===== src/rtl/nibble_serial_add_if.sv =====
// Requester and shared 4-bit adder signals of nibble_serial_add_ctrl (ovf present under NIBBLE_SERIAL_ADD_OVF_EN).
// slave = sequencer view; master = requester/adder view.
interface nibble_serial_add_if #(
  parameter int WIDTH = 16
);
  logic             start;
  logic [WIDTH-1:0] a;
  logic [WIDTH-1:0] b;
  logic             cin;
  logic             busy;
  logic             done;
  logic [WIDTH-1:0] sum;
  logic             cout;
`ifdef NIBBLE_SERIAL_ADD_OVF_EN
  logic             ovf;
`endif
  logic [3:0]       add_x;
  logic [3:0]       add_y;
  logic             add_cin;
  logic [3:0]       add_sum;
  logic             add_cout;

  modport slave (
    input  start, a, b, cin, add_sum, add_cout,
`ifdef NIBBLE_SERIAL_ADD_OVF_EN
    output ovf,
`endif
    output busy, done, sum, cout, add_x, add_y, add_cin
  );

  modport master (
    output start, a, b, cin, add_sum, add_cout,
`ifdef NIBBLE_SERIAL_ADD_OVF_EN
    input  ovf,
`endif
    input  busy, done, sum, cout, add_x, add_y, add_cin
  );
endinterface


===== src/rtl/nibble_serial_add_ctrl.sv =====
// WIDTH-bit add over one shared 4-bit adder, LSB nibble first; optional ovf via NIBBLE_SERIAL_ADD_OVF_EN.
// Latency: done in the cycle after the (WIDTH/4)th edge following the accepting edge.
// No backpressure: start is only sampled in IDLE and is dropped (never queued) while busy or done.
module nibble_serial_add_ctrl #(
  parameter int WIDTH = 16
) (
  input  logic                clk,
  input  logic                rst_n,
  nibble_serial_add_if.slave  bus
);
  localparam int N  = WIDTH / 4;
  localparam int IW = (N > 1) ? $clog2(N) : 1;

  typedef enum logic [1:0] {
    IDLE = 2'd0,
    RUN  = 2'd1,
    DONE = 2'd2
  } state_t;

  state_t           state, state_nxt;
  logic [WIDTH-1:0] a_reg, b_reg, sum_reg;
  logic             carry, cout_reg;
  logic [IW-1:0]    idx;
  logic             accept, last;
  logic [3:0]       nib_a, nib_b;

  always_ff @(posedge clk or negedge rst_n) begin
    if (!rst_n) state <= IDLE;
    else        state <= state_nxt;
  end

  // Adder inputs are forced to 0 outside RUN so the shared adder sees a quiet bus.
  always_comb begin
    state_nxt   = state;
    accept      = 1'b0;
    bus.busy    = 1'b0;
    bus.done    = 1'b0;
    bus.add_x   = 4'd0;
    bus.add_y   = 4'd0;
    bus.add_cin = 1'b0;
    case (state)
      IDLE: begin
        if (bus.start) begin
          accept    = 1'b1;
          state_nxt = RUN;
        end
      end
      RUN: begin
        bus.busy    = 1'b1;
        bus.add_x   = nib_a;
        bus.add_y   = nib_b;
        bus.add_cin = carry;
        if (last) state_nxt = DONE;
      end
      DONE: begin
        bus.done  = 1'b1;
        state_nxt = IDLE;
      end
      default: state_nxt = IDLE;
    endcase
  end

  always_comb begin
    nib_a = 4'd0;
    nib_b = 4'd0;
    for (int i = 0; i < N; i++) begin
      if (idx == IW'(i)) begin
        nib_a = a_reg[4*i +: 4];
        nib_b = b_reg[4*i +: 4];
      end
    end
  end

  assign last = (idx == IW'(N - 1));

  always_ff @(posedge clk or negedge rst_n) begin
    if (!rst_n) begin
      a_reg    <= '0;
      b_reg    <= '0;
      sum_reg  <= '0;
      carry    <= 1'b0;
      cout_reg <= 1'b0;
      idx      <= '0;
    end else if (accept) begin
      a_reg   <= bus.a;
      b_reg   <= bus.b;
      carry   <= bus.cin;
      sum_reg <= '0;
      idx     <= '0;
    end else if (state == RUN) begin
      for (int i = 0; i < N; i++) begin
        if (idx == IW'(i)) sum_reg[4*i +: 4] <= bus.add_sum;
      end
      carry <= bus.add_cout;
      idx   <= idx + IW'(1);
      if (last) cout_reg <= bus.add_cout;
    end
  end

`ifdef NIBBLE_SERIAL_ADD_OVF_EN
  logic ovf_reg;

  // Signed overflow: operands agree in sign but the top result nibble's sign differs.
  always_ff @(posedge clk or negedge rst_n) begin
    if (!rst_n) begin
      ovf_reg <= 1'b0;
    end else if (state == RUN && last) begin
      ovf_reg <= (a_reg[WIDTH-1] == b_reg[WIDTH-1]) && (bus.add_sum[3] != a_reg[WIDTH-1]);
    end
  end

  assign bus.ovf = ovf_reg;
`endif

  assign bus.sum  = sum_reg;
  assign bus.cout = cout_reg;
endmodule


===== src/flat_wrapper.sv =====
// flat-port wrapper written by rule: the top's interface ports become plain ports
module nibble_serial_add_ctrl_flat 
#(
  parameter int WIDTH = 16
)
  (clk, rst_n, bus_start, bus_a, bus_b, bus_cin, bus_add_sum, bus_add_cout, bus_busy, bus_done, bus_sum, bus_cout, bus_add_x, bus_add_y, bus_add_cin);
  nibble_serial_add_if #(.WIDTH(WIDTH)) bus_i ();
  input  logic clk;
  input  logic rst_n;
  input wire logic [$bits(bus_i.start)-1:0] bus_start;
  input wire logic [$bits(bus_i.a)-1:0] bus_a;
  input wire logic [$bits(bus_i.b)-1:0] bus_b;
  input wire logic [$bits(bus_i.cin)-1:0] bus_cin;
  input wire logic [$bits(bus_i.add_sum)-1:0] bus_add_sum;
  input wire logic [$bits(bus_i.add_cout)-1:0] bus_add_cout;
  output wire logic [$bits(bus_i.busy)-1:0] bus_busy;
  output wire logic [$bits(bus_i.done)-1:0] bus_done;
  output wire logic [$bits(bus_i.sum)-1:0] bus_sum;
  output wire logic [$bits(bus_i.cout)-1:0] bus_cout;
  output wire logic [$bits(bus_i.add_x)-1:0] bus_add_x;
  output wire logic [$bits(bus_i.add_y)-1:0] bus_add_y;
  output wire logic [$bits(bus_i.add_cin)-1:0] bus_add_cin;
  assign bus_i.start = bus_start;
  assign bus_i.a = bus_a;
  assign bus_i.b = bus_b;
  assign bus_i.cin = bus_cin;
  assign bus_i.add_sum = bus_add_sum;
  assign bus_i.add_cout = bus_add_cout;
  assign bus_busy = bus_i.busy;
  assign bus_done = bus_i.done;
  assign bus_sum = bus_i.sum;
  assign bus_cout = bus_i.cout;
  assign bus_add_x = bus_i.add_x;
  assign bus_add_y = bus_i.add_y;
  assign bus_add_cin = bus_i.add_cin;
  nibble_serial_add_ctrl #(.WIDTH(WIDTH)) u_core (.clk(clk), .rst_n(rst_n), .bus(bus_i));
endmodule

===== config.mk =====
export PLATFORM = sky130hd
export DESIGN_NAME = nibble_serial_add_ctrl_flat
export DESIGN_NICKNAME = d
export VERILOG_FILES = /design/src/rtl/nibble_serial_add_if.sv /design/src/rtl/nibble_serial_add_ctrl.sv /design/src/flat_wrapper.sv
export SDC_FILE = /design/constraint.sdc
export NUM_CORES = 1
export LEC_CHECK = 0
export CORE_UTILIZATION = 48
export DETAILED_ROUTE_END_ITERATION = 16
export GPL_ROUTABILITY_DRIVEN = 0
export PLACE_DENSITY = 0.88
export SYNTH_ARGS = -nofsm -noshare
export SYNTH_HDL_FRONTEND = slang
export SYNTH_SLANG_ARGS = --single-unit

===== constraint.sdc =====
create_clock -name clk -period 2.9 [get_ports clk]
set_clock_uncertainty 0.1 [all_clocks]
set_input_delay 0.87 -clock clk [delete_from_list [all_inputs] [get_ports clk]]
set_output_delay 0.87 -clock clk [all_outputs]
set_load 0.02 [all_outputs]

==> results.toml <==
[run_status]
status = "finished, violations left"
violations = "negative setup slack"

[layout]
seqCellArea_mm2 = 0.001351
area_delta_synth_final_pct = 45.87
antennaDiodeCount = 0
drive_above_1_share_pct = 21.24
multi_input_area_mm2 = 0.001217
final_cells = 442
fin_area_mm2 = 0.003736
final_nets = 416
finish.utilization_pct = 73.15
nFillCells = 345

[clocking]
clock-sinks = 54
cts_buffers = 5
clk_pin_slew_ns = 0.09
cts-htree-levels = 2
cts_tree = "built"
insertion_delay_ns = 0.31
clockBufferDepth = 2
cts_root_buf = "clkbuf_8"
holdBufCountCts = 0

[floorplan]
initial_utilization_pct = 50.15
rows = 26
fp.dieArea_mm2 = 0.005632
die_x_um = 75.05
pin_count = 69
core_mm2 = 0.005107
dieHeight_um = 75.05

[sta]
fmax_ghz = 0.3436
rsz0062_at_grt = "true"
fin_hold_ws_ns = 0.3936
period_needed_ns = 2.910
slew_headroom_pct = 53.63
finalCritPeriodShare_pct = 100.3
hold_viol_final = 0
finalSetupViolCount = 1
worst_slack_ns = -0.01006
worstMarginPinSlew_ns = 0.6955
slew_viol_final = 0

[pwr]
power_mw = 4.257
p_leak_nw = 1.770
p_per_area_mw_per_mm2 = 1139
vdd_ir_drop_max_uv = 587.2

[synth]
post-synth-top-count-cell = "nand2_1"
netlist_area_mm2 = 0.002561
synth_edf_count = 0
avgSynthCellArea_um2 = 9.180
async_flop_share_pct = 100.0
ys_seq_area_share_pct = 52.76
synth_cell_types = 27
synth_seq_cells = 54
yosys_most_used_dff = "dfrtp_1"
synth_cells = 279
syn-num-nets = 324
synth_common_cells = "115 x nand2_1, 54 x dfrtp_1, 25 x nand3_1, 17 x a21oi_1"
yosys.area.top_type = "dfrtp_1"
netlist_top_cells_area = "dfrtp_1 53%, nand2_1 17%, nand3_1 4.9%"
synthDominantCellAreaShare_pct = 52.76
synth_warnings = 0

[placement]
hpwl_mm = 4.332
dp_cells = 417
dpl_cell_area_mm2 = 0.003351
port-buffer-count = 68

[routing]
vias = 2389
viasPerCell = 5.405
post-route-drc-count = 0
drt_iter0_markers = 130
wl_mm = 6.819
post_drt_wl_per_cell_um = 15.43
drt_pass1_iterations = 4
antenna_left = 0

[worst_setup_path]
worst-path-buf-inv = 4
crit_family = "buffers and inverters"
cpMaxStageDelayCell = "dfrtp_1"
critPathKind = "register to output pin"
path_max_fanout = 6
crit_chain = "buf_4, buf_4, ha_2, buf_4, o41ai_4, buf_4"
arrival_ns = 1.94
cp-start-kind = "register"
required_ns = 1.93
crit_top_cell = "buf_4"
endpoint_kind = "output pin"
cpPeakStageDelay_ns = 0.42

[global_routing]
grt_pass1_wl_mm = 10.06
gr-total-overflow = 0
grt_max_degree = 38
grt_pass1_vias = 2232
antenna_found_initial = 0
grtUsageTotal_pct = 23.85

[hold_path]
hold_class = "register to register"

[run]
maxCapViolCount = 0
-- power breakdown --
part	internal, mW	switching (mW)	leakage (nW)
clock	0.192	0.242	0.0472
sequential	1.09	0.236	0.683
combinational	1.16	1.34	1.04
total	2.44	1.81	1.77
-- path summary, 6_finish.rpt --
check / from / end / slack (ns) / cells after the start
max: u_core.idx[0]$_DFFE_PN0P_ / bus_add_y[0] / -0.01 / 6
max reg2reg: u_core.idx[0]$_DFFE_PN0P_ / u_core.bus.cout$_DFFE_PN0P_ / 1.06 / 6
min: u_core.b_reg[11]$_DFFE_PN0P_ / u_core.b_reg[11]$_DFFE_PN0P_ / 0.39 / 2
max in group asynchronous: rst_n / u_core.b_reg[12]$_DFFE_PN0P_ / 1.57 / 2
min reg2reg: u_core.b_reg[11]$_DFFE_PN0P_ / u_core.b_reg[11]$_DFFE_PN0P_ / 0.39 / 2
min in group asynchronous: rst_n / u_core.a_reg[6]$_DFFE_PN0P_ / 0.49 / 1
-- stage by stage --
stage | setup TNS, ns | setup WS (ns)
floorplan | 0 | 0.3081
global placement | -0.2689 | -0.04834
detailed placement | -0.9140 | -0.1399
CTS | 0 | 0.001474
global route | -0.3273 | -0.06988
finish | -0.01006 | -0.01006
-- per-layer routing --
metal | vias up | GRT usage [%] | part of all wire (%)
li1 | 1104 | - | -
met1 | 1169 | 29.18 | 39
met2 | 96 | 42.34 | 52
met3 | 20 | 4.819 | 5.6
met4 | 0 | 7.547 | 3.4
met5 | - | 0 | 0
-- final cells by class --
cell class / instances / area share, %
Clock buffer: 6 / 2.210
Multi-Input combinational cell: 201 / 32.59
Timing Repair Buffer: 105 / 25.89
Sequential cell: 54 / 36.17
Inverter: 4 / 0.4689
Clock inverter: 2 / 0.3349
Tap cell: 70 / 2.344
-- cell families (layout without fill, tap and decap cells) --
family	count (synthesis)	in the layout	synth area share, %
AND/OR/NAND/NOR	159	159	26.97
adder cells (fa/ha/maj)	4	4	1.954
AO/OA/AOI/OAI	37	37	11.72
buffers and inverters	24	117	6.155
flip-flops	54	54	52.76
multiplexers	1	1	0.4396
-- placed cells by master (no fill, tap or decap), types with 2 or more instances in the layout --
cell type        synthesis  routed
nand2_1                115     115
clkdlybuf4s50_1          0      58
dfrtp_1                 54      54
buf_4                    0      38
nand3_1                 25      25
a21oi_1                 17      17
nor2b_1                  9       8
clkbuf_8                 0       6
a221oi_4                 0       4
o41ai_2                  7       4
nand3b_1                 4       4
o21ai_0                  3       3
o41ai_4                  0       3
buf_2                    9       3
buf_6                    3       3
inv_2                    1       2
a221oi_2                 0       2
ha_4                     0       2
ha_2                     0       2
buf_12                   0       2
-- repair_timing --
item / in CTS / in global routing
pin swaps: 3 / 5
buffers inserted: 1 / 16
endpoints found under the setup margin: 8 / 9
resized for setup: 41 / 33
-- worst reg2reg max path, cell delays in order, from the launching register on --
cell and delay (ns):
dfrtp_1 0.42, buf_4 0.15, buf_4 0.14, ha_2 0.20
buf_12 0.15, nand3b_1 0.22, mux2_2 0.37
Power figures use the tool's default switching activity.
